[src/rtl/conv33_pkg.sv]
// Shared definitions for the 3x3 convolution output path: default sizes and
// the output-stage state encoding.
package conv33_pkg;

  localparam int unsigned ACC_W_DEF  = 32;
  localparam int unsigned OUT_W_DEF  = 8;
  localparam int unsigned NUM_CH_DEF = 8;
  localparam int unsigned SHIFT_DEF  = 8;

  localparam int unsigned CH_W = $clog2(NUM_CH_DEF);

  typedef enum logic [1:0] {
    IDLE = 2'd0,
    HOLD = 2'd1,
    SEND = 2'd2,
    DONE = 2'd3
  } state_e;

endpackage

[src/rtl/conv33_requant.sv]
// Combinational requantiser: round-half-up, arithmetic right shift, ReLU and
// unsigned saturation of one signed accumulator to OUT_W bits.
module conv33_requant #(
  parameter int unsigned ACC_W = 32,
  parameter int unsigned OUT_W = 8,
  parameter int unsigned SHIFT = 8
) (
  input  logic signed [ACC_W-1:0] acc,
  output logic        [OUT_W-1:0] q
);

  // One guard bit so the rounding add can never overflow.
  localparam logic signed [ACC_W:0] Half = {{ACC_W{1'b0}}, 1'b1} << (SHIFT - 1);

  logic signed [ACC_W:0] sum;
  logic signed [ACC_W:0] r;

  always_comb begin
    sum = {acc[ACC_W-1], acc} + Half;
    r   = sum >>> SHIFT;
    if (r[ACC_W]) begin
      q = '0;
    end else if (|r[ACC_W-1:OUT_W]) begin
      q = '1;
    end else begin
      q = r[OUT_W-1:0];
    end
  end

endmodule

[src/rtl/conv33_out_stage.sv]
// Output stage: captures NUM_CH accumulators on calc_valid, then streams the
// requantised channels one per valid/ready beat once the controller allows it.
module conv33_out_stage
  import conv33_pkg::*;
#(
  parameter int unsigned ACC_W  = ACC_W_DEF,
  parameter int unsigned OUT_W  = OUT_W_DEF,
  parameter int unsigned NUM_CH = NUM_CH_DEF,
  parameter int unsigned SHIFT  = SHIFT_DEF
) (
  input  logic                        clk,
  input  logic                        rst_n,
  input  logic                        calc_valid,
  input  logic [NUM_CH*ACC_W-1:0]     acc_data,
  input  logic                        output_en,
  input  logic                        out_ready,
  output logic                        out_valid,
  output logic [OUT_W-1:0]            out_data,
  output logic [$clog2(NUM_CH)-1:0]   out_ch,
  output logic                        output_done,
  output logic                        overrun_err
);

  localparam int unsigned ChW = $clog2(NUM_CH);
  localparam logic [ChW-1:0] LastCh = ChW'(NUM_CH - 1);

  state_e                  state_q;
  logic signed [ACC_W-1:0] cap_q [NUM_CH];

  logic [ChW-1:0]          sel_ch;
  logic signed [ACC_W-1:0] sel_acc;
  logic [OUT_W-1:0]        req;

  // The requantiser always looks at the channel that the next register load
  // will present: ch0 when leaving HOLD, out_ch+1 while sending.
  always_comb begin
    sel_ch = '0;
    if (state_q == SEND && out_ch != LastCh) begin
      sel_ch = out_ch + ChW'(1);
    end
    sel_acc = cap_q[sel_ch];
  end

  conv33_requant #(
    .ACC_W (ACC_W),
    .OUT_W (OUT_W),
    .SHIFT (SHIFT)
  ) u_requant (
    .acc (sel_acc),
    .q   (req)
  );

  always_ff @(posedge clk or negedge rst_n) begin
    if (!rst_n) begin
      state_q     <= IDLE;
      out_valid   <= 1'b0;
      out_data    <= '0;
      out_ch      <= '0;
      output_done <= 1'b0;
      overrun_err <= 1'b0;
      for (int k = 0; k < NUM_CH; k++) begin
        cap_q[k] <= '0;
      end
    end else begin
      output_done <= 1'b0;
      if (calc_valid && state_q != IDLE) begin
        overrun_err <= 1'b1;
      end
      unique case (state_q)
        IDLE: begin
          if (calc_valid) begin
            for (int k = 0; k < NUM_CH; k++) begin
              cap_q[k] <= acc_data[k*ACC_W +: ACC_W];
            end
            state_q <= HOLD;
          end
        end
        HOLD: begin
          if (output_en) begin
            state_q   <= SEND;
            out_valid <= 1'b1;
            out_ch    <= '0;
            out_data  <= req;
          end
        end
        SEND: begin
          // out_valid is always high here, so out_ready alone is the handshake.
          if (out_ready) begin
            if (out_ch == LastCh) begin
              out_valid   <= 1'b0;
              output_done <= 1'b1;
              state_q     <= DONE;
            end else begin
              out_ch   <= sel_ch;
              out_data <= req;
            end
          end
        end
        DONE: begin
          state_q <= IDLE;
        end
        default: begin
          state_q <= IDLE;
        end
      endcase
    end
  end

endmodule
[config.mk]
export PLATFORM = sky130hd
export DESIGN_NAME = conv33_out_stage
export DESIGN_NICKNAME = d
export VERILOG_FILES = /design/src/rtl/conv33_pkg.sv /design/src/rtl/conv33_requant.sv /design/src/rtl/conv33_out_stage.sv
export SDC_FILE = /design/constraint.sdc
export NUM_CORES = 1
export LEC_CHECK = 0
export ABC_AREA = 1
export CORE_ASPECT_RATIO = 0.5
export CORE_MARGIN = 2
export CORE_UTILIZATION = 50
export DETAILED_ROUTE_END_ITERATION = 6
export GPL_TIMING_DRIVEN = 0
export PLACE_DENSITY_LB_ADDON = 0.3
export SYNTH_ARGS = -nofsm -noshare
export SYNTH_HDL_FRONTEND = slang
export SYNTH_SLANG_ARGS = --single-unit
[constraint.sdc]
create_clock -name clk -period 3.6 [get_ports clk]
set_input_delay 0.54 -clock clk [delete_from_list [all_inputs] [get_ports clk]]
set_output_delay 0.54 -clock clk [all_outputs]
set_load 0.02 [all_outputs]
==> flow_summary.toml, run 1 <==
[run_status]
status = "complete, no violations"

[timing]
period_share = 0.946
min_period_ps = 3410
tightest_slew_ps = 959
hold_viol = 0
max_slew_margin = 0.360
fin_hold_ws_ps = 92.3
finalWorstSetupSlack_ps = 194
finClkSkew_ps = 15.3
fmax_ghz = 0.294
finalSetupViolCount = 0
slew_viol_final = 0

[synthesis]
seq_area_frac_synth = 0.497
syn_area_um2 = 10900
synthDistinctLibCells = 29
syn_nets = 1400
ys_ff_latch = 216
synth-main-ff-cell = "dfrtp_1"
syn_inst = 1133
yosys_warnings = 0
async_reset_ff_frac = 1.00
synth.avg_cell_area_um2 = 9.60
synth_edf_count = 0

[flow_run]
max_cap_viol_count = 0

[floorplan]
fp-row-count = 38
io_pins = 275
die_w_um = 213
fp.dieH_um = 108
coreArea_um2 = 21500
initial_core_util = 0.506
dieArea_um2 = 23000

[placement]
hpwlAfterDp_mm = 24.1
place_ws_ps = -429
gp_congestion = 0.932
io_buffers = 218
placed_area_um2 = 13500

[critical_path]
slowest_delay_ps = 420
slowest_stage = "dfrtp_1"
path_class = "reg2reg"
worstPathMaxFanout = 10
cp.required_ps = 4010
cp_common_cell = "nand2_1"
cp-end-kind = "flip-flop"
path_cells = "ha_1 -> ha_2 -> clkinv_4 -> nand2_2 -> nor2_4 -> buf_4 -> buf_4 -> nand2_1 -> nand3_1 -> nand3_1 -> nand2_1 -> nand2_1 -> nor2_1 -> nand2_1 -> nor2_2 -> xor2_1 -> nand3_1 -> nor2_4 -> nand3_1 -> nand2_1 -> nand2_1"
timing.rr.start = "out_ch[1]"
reg2reg_slack_ps = 190
timing.rr.end = "out_data[2]"
crit_arrival_ps = 3820
critical-path-top-delay-family = "simple AND/OR/NAND/NOR gates"
reg2reg_depth = 21
critPathBufInv = 3
critPathLaunchType = "flip-flop"

[routing]
drtIter0Drc = 666
dr.pass1.iters = 7
wl_per_cell_um = 19.3
drt-total-wl_mm = 32.9
route.detailed.drc = 0
ant_nets = 0
via_per_inst = 5.38
vias = 9134

[pwr]
leakage_uw = 0.00645
peakVddDrop_uv = 372
pwr_density_cell_nw_per_um2 = 878
switching_power_uw = 5000
p_clk_frac = 0.180
p_comb_frac = 0.481
p_sw_frac = 0.395
p_int_uw = 7670
seqPwrFrac = 0.339
p_total_uw = 12700

[layout]
nFillCells = 1712
final_area_um2 = 14400
fin_nets = 1652
antenna-diode-count = 0
final_layout_size_suffix_gt1_frac = 0.242
layout_common_cells = "nand2_1 (298), clkdlybuf4s50_1 (217), dfrtp_1 (215), mux2_2 (188), nand3_1 (152)"
final_common_cell = "nand2_1"
areaGrowthSynthToFinish_pct = 32.6

[clock_network]
clkTransAtPathRegs_ps = 70
cts_tree = "built"
clock-sinks = 216
hold_buffers = 0
cts-root-buf = "clkbuf_16"
htreeDepth = 1
cts_buffers = 21
clockBufferDepth = 3
clock_latency_ps = 520

[global_route]
grt_max_degree = 120
antenna_found_initial = 0
grt_pass1_wl_mm = 50.2
grt_pass1_vias = 9352
grt-ovfl-total = 0
track_usage = 0.289

[min_path]
hold_class = "in2async"
[metal layers]
metal	global-route usage	part of all wire	wire, um
met3	0.0674	0.077	2520
met1	0.401	0.45	14900
met4	0.0734	0.021	697
met2	0.459	0.45	14700
met5	0	0	0
[power by group through the flow]
stage	clock network, uW	registers (uW)	logic [uW]
CTS	2300	4280	5820
finish	2280	4300	6090
detailed placement	0	4330	5710
floorplan	0	4170	4100
global route	2400	4430	6690
global placement	0	4270	5560
[state kept, by name, indices dropped and copies added (netlist names)]
register,count
overrun_err,1
out_valid,1
out_data,8
cap_q,200
out_ch,3
output_done,1
state_q,2
[worst register-to-register path, stage by stage (launching register included)]
cell and delay, ps:
dfrtp_1 420, ha_1 200, ha_2 200, clkinv_4 100
nand2_2 90, nor2_4 200, buf_4 190, buf_4 200
nand2_1 70, nand3_1 70, nand3_1 80, nand2_1 180
nand2_1 120, nor2_1 140, nand2_1 80, nor2_2 140
xor2_1 170, nand3_1 150, nor2_4 250, nand3_1 130
nand2_1 80, nand2_1 50
[cell type report]
class,instances,area [um^2],share of cell area
clock inverters,6,82.6,0.00572
well taps,300,375,0.0260
clock buffers,30,609,0.0422
flip-flops and latches,216,5410,0.375
multi-input cells,804,5080,0.352
repair buffers,231,2300,0.160
inverters,54,213,0.0147
plain buffers,57,350,0.0243
[cell families (layout without fill, tap and decap cells)]
logic type	after synthesis	after routing	share of synthesized area
fa+ha+maj	6	6	0.00690
compound gates	43	43	0.0209
xor+xnor	8	8	0.00644
mux	188	188	0.195
flops	216	216	0.497
simple gates	559	559	0.227
buf+inv	113	378	0.0477
[synth_stat cells (10+ instances only)]
library cell	number	share of area
clkbuf_1	24	0.0083
nand2_1	310	0.11
nand3_1	155	0.071
nand2_2	14	0.0080
a21oi_1	16	0.0074
buf_2	13	0.0060
o21ai_0	14	0.0064
nor2_1	48	0.017
dfrtp_1	216	0.50
mux2_2	188	0.19
inv_1	46	0.016
nand4_1	10	0.0057
[how the worst max path moves through the flow]
stage,startpoint,to,slack (ps),cells past startpoint
after floorplan,out_ch[0],out_data[0],390,24
after global placement,rst_n,cap_q[24],-6850,1
after detailed placement,out_ch[0],out_data[2],-430,24
after CTS,out_ch[1],out_data[2],50,24
after global routing,state_q[0],out_data[0],-20,19
final,out_ch[1],out_data[2],190,21
[through the flow]
step	TNS, ps	util	instances
after detailed placement	-3190	0.627	1652
after global placement	-1476480	0.625	1651
final	0	0.671	1698
after global routing	-45.5	0.671	1698
after floorplan	0	-	1133
after CTS	0	0.663	1694
[repair_timing]
action                                  4_1_cts  5_1_grt
gates cloned                                  0        0
endpoints found under the setup margin        8        8
resized for setup                            19       45
buffers inserted                              6        6
hold endpoints to repair                      0        0
pin swaps                                     3       13
No activity file was read; power rests on OpenSTA's default activity.
==> run 2: changes to the inputs <==
--- a/config.mk
+++ b/config.mk
@@ -11,7 +11,7 @@
 export CORE_UTILIZATION = 50
 export DETAILED_ROUTE_END_ITERATION = 6
 export GPL_TIMING_DRIVEN = 0
-export PLACE_DENSITY_LB_ADDON = 0.3
+export PLACE_DENSITY = 0.84
 export SYNTH_ARGS = -nofsm -noshare
 export SYNTH_HDL_FRONTEND = slang
 export SYNTH_SLANG_ARGS = --single-unit
==> run 2 against run 1 <==
  * Register-to-register slack lost 100 ps
  * Utilization is 0.17 points higher
  * Cell count is 0.18% higher
  * Total power up 0.63%
  * First-iteration DRC count up 29%
  * Critical endpoint is now out_data[6]
==> flow_summary.toml, run 2 (synthesis gave the netlist of run 1 again) <==
[clock_network]
cts_buffers = 21
htreeDepth = 1
clock_latency_ps = 510
cts-root-buf = "clkbuf_16"
clockBufferDepth = 3
cts_tree = "built"
clkTransAtPathRegs_ps = 70
clock-sinks = 216

[global_route]
grt_max_degree = 127
antenna_found_initial = 0
grt_pass1_vias = 9549
grt_pass1_wl_mm = 52.0
track_usage = 0.297
grt-ovfl-total = 0

[layout]
nFillCells = 1659
fin_nets = 1653
final_layout_size_suffix_gt1_frac = 0.239
antenna-diode-count = 0
layout_common_cells = "nand2_1 (297), clkdlybuf4s50_1 (217), dfrtp_1 (215), mux2_2 (188), nand3_1 (153)"
areaGrowthSynthToFinish_pct = 32.9
final_util = 0.673
largest_reg_flops = 200
top_regs = "cap_q x200, out_data x8, out_ch x3"
final_common_cell = "nand2_1"
largest_register = "cap_q"

[critical_path]
critPathBufInv = 4
worstPathMaxFanout = 8
cp.required_ps = 4000
crit_arrival_ps = 3900
critical-path-top-delay-family = "simple AND/OR/NAND/NOR gates"
timing.rr.start = "out_ch[0]"
path_class = "reg2reg"
timing.rr.end = "out_data[6]"
reg2reg_slack_ps = 90
path_cells = "ha_1 -> ha_4 -> inv_4 -> nand2_2 -> nor2_4 -> buf_12 -> buf_4 -> nand2_1 -> nand3_1 -> nand3_1 -> nand2_1 -> nand2_1 -> nor2_4 -> buf_4 -> nand2_4 -> nor2_4 -> nand2_1 -> o21ai_2 -> nand3_2 -> nor2_4 -> nand3_1 -> nand2_1 -> nand2_1"
reg2reg_depth = 23
slowest_delay_ps = 420
critPathLaunchType = "flip-flop"
slowest_stage = "dfrtp_2"
cp-end-kind = "flip-flop"
cp_common_cell = "nand2_1"

[pwr]
p_total_uw = 12700
p_int_uw = 7690
pwr_density_cell_nw_per_um2 = 881
switching_power_uw = 5060
p_clk_frac = 0.177
seqPwrFrac = 0.335
leakage_uw = 0.00647
p_sw_frac = 0.397
p_comb_frac = 0.487
peakVddDrop_uv = 358

[placement]
gp_congestion = 0.927
io_buffers = 218
hpwlAfterDp_mm = 24.6

[timing]
tightest_slew_ps = 978
fmax_ghz = 0.285
hold_viol = 0
finClkSkew_ps = 13.6
min_period_ps = 3510
slew_viol_final = 0
max_slew_margin = 0.348
finalSetupViolCount = 0
period_share = 0.974

[min_path]
hold_class = "in2async"

[routing]
dr.pass1.iters = 5
route.detailed.drc = 0
ant_nets = 0
vias = 9419
wl_per_cell_um = 20.0
via_per_inst = 5.54
drt-total-wl_mm = 34.0
drtIter0Drc = 859

[floorplan]
fp.dieH_um = 108
die_w_um = 213
fp-row-count = 38
coreArea_um2 = 21500
initial_core_util = 0.506
dieArea_um2 = 23000
io_pins = 275

[flow_run]
max_cap_viol_count = 0

[run_status]
status = "complete, no violations"
## run 2: worst max path at each step
stage                     startpoint           to  slack, ps  cells after the start
after floorplan            out_ch[0]  out_data[0]        390                     24
after global placement         rst_n    cap_q[57]      -6680                      1
after detailed placement   out_ch[0]  out_data[6]       -450                     22
after CTS                 state_q[0]  out_data[6]         10                     21
after global routing       out_ch[0]  out_data[6]        -40                     25
final                      out_ch[0]  out_data[6]         90                     23
## run 2: layer usage
layer,global-route usage,wire length (um),vias to the layer above,share of wire
li1,-,-,4272,-
met1,0.411,14900,4648,0.44
met2,0.477,15700,426,0.46
met3,0.0598,2500,73,0.073
met4,0.0854,937,0,0.028
met5,0,0,-,0
## run 2: stage by stage
step | hold WS, ps | area (um^2) | TNS, ps | setup slack [ps] | cells
5_1_grt | 203 | 14500 | -55.6 | -39.5 | 1701
3_3_place_gp | 444 | 13400 | -1441520 | -6680 | 1651
3_5_place_dp | 446 | 13500 | -3410 | -448 | 1652
4_1_cts | 184 | 14200 | 0 | 13.3 | 1693
2_1_floorplan | 244 | 10900 | 0 | 392 | 1133
6_report | 92.7 | 14500 | 0 | 92.3 | 1701
## run 2: area by class of cell
type | count | area [um^2] | share of cell area
Clock inverter | 3 | 43.8 | 0.00303
Sequential cell | 216 | 5410 | 0.374
Buffer | 59 | 364 | 0.0252
Inverter | 54 | 210 | 0.0145
Tap cell | 300 | 375 | 0.0260
Clock buffer | 35 | 648 | 0.0448
Timing Repair Buffer | 230 | 2310 | 0.160
Multi-Input combinational cell | 804 | 5110 | 0.353
## run 2: timing repair
action	CTS	global route
pin swaps	2	16
endpoints found under the setup margin	8	8
hold buffers	0	0
setup buffers	3	8
resized for setup	21	42
## run 2: power groups by stage
| stage | registers [uW] | logic [uW] | clock network (uW) |
|---|---|---|---|
| after floorplan | 4170 | 4100 | 0 |
| after global routing | 4410 | 6770 | 2370 |
| final | 4280 | 6210 | 2260 |
| after CTS | 4260 | 5870 | 2280 |
| after detailed placement | 4310 | 5730 | 0 |
| after global placement | 4250 | 5550 | 0 |
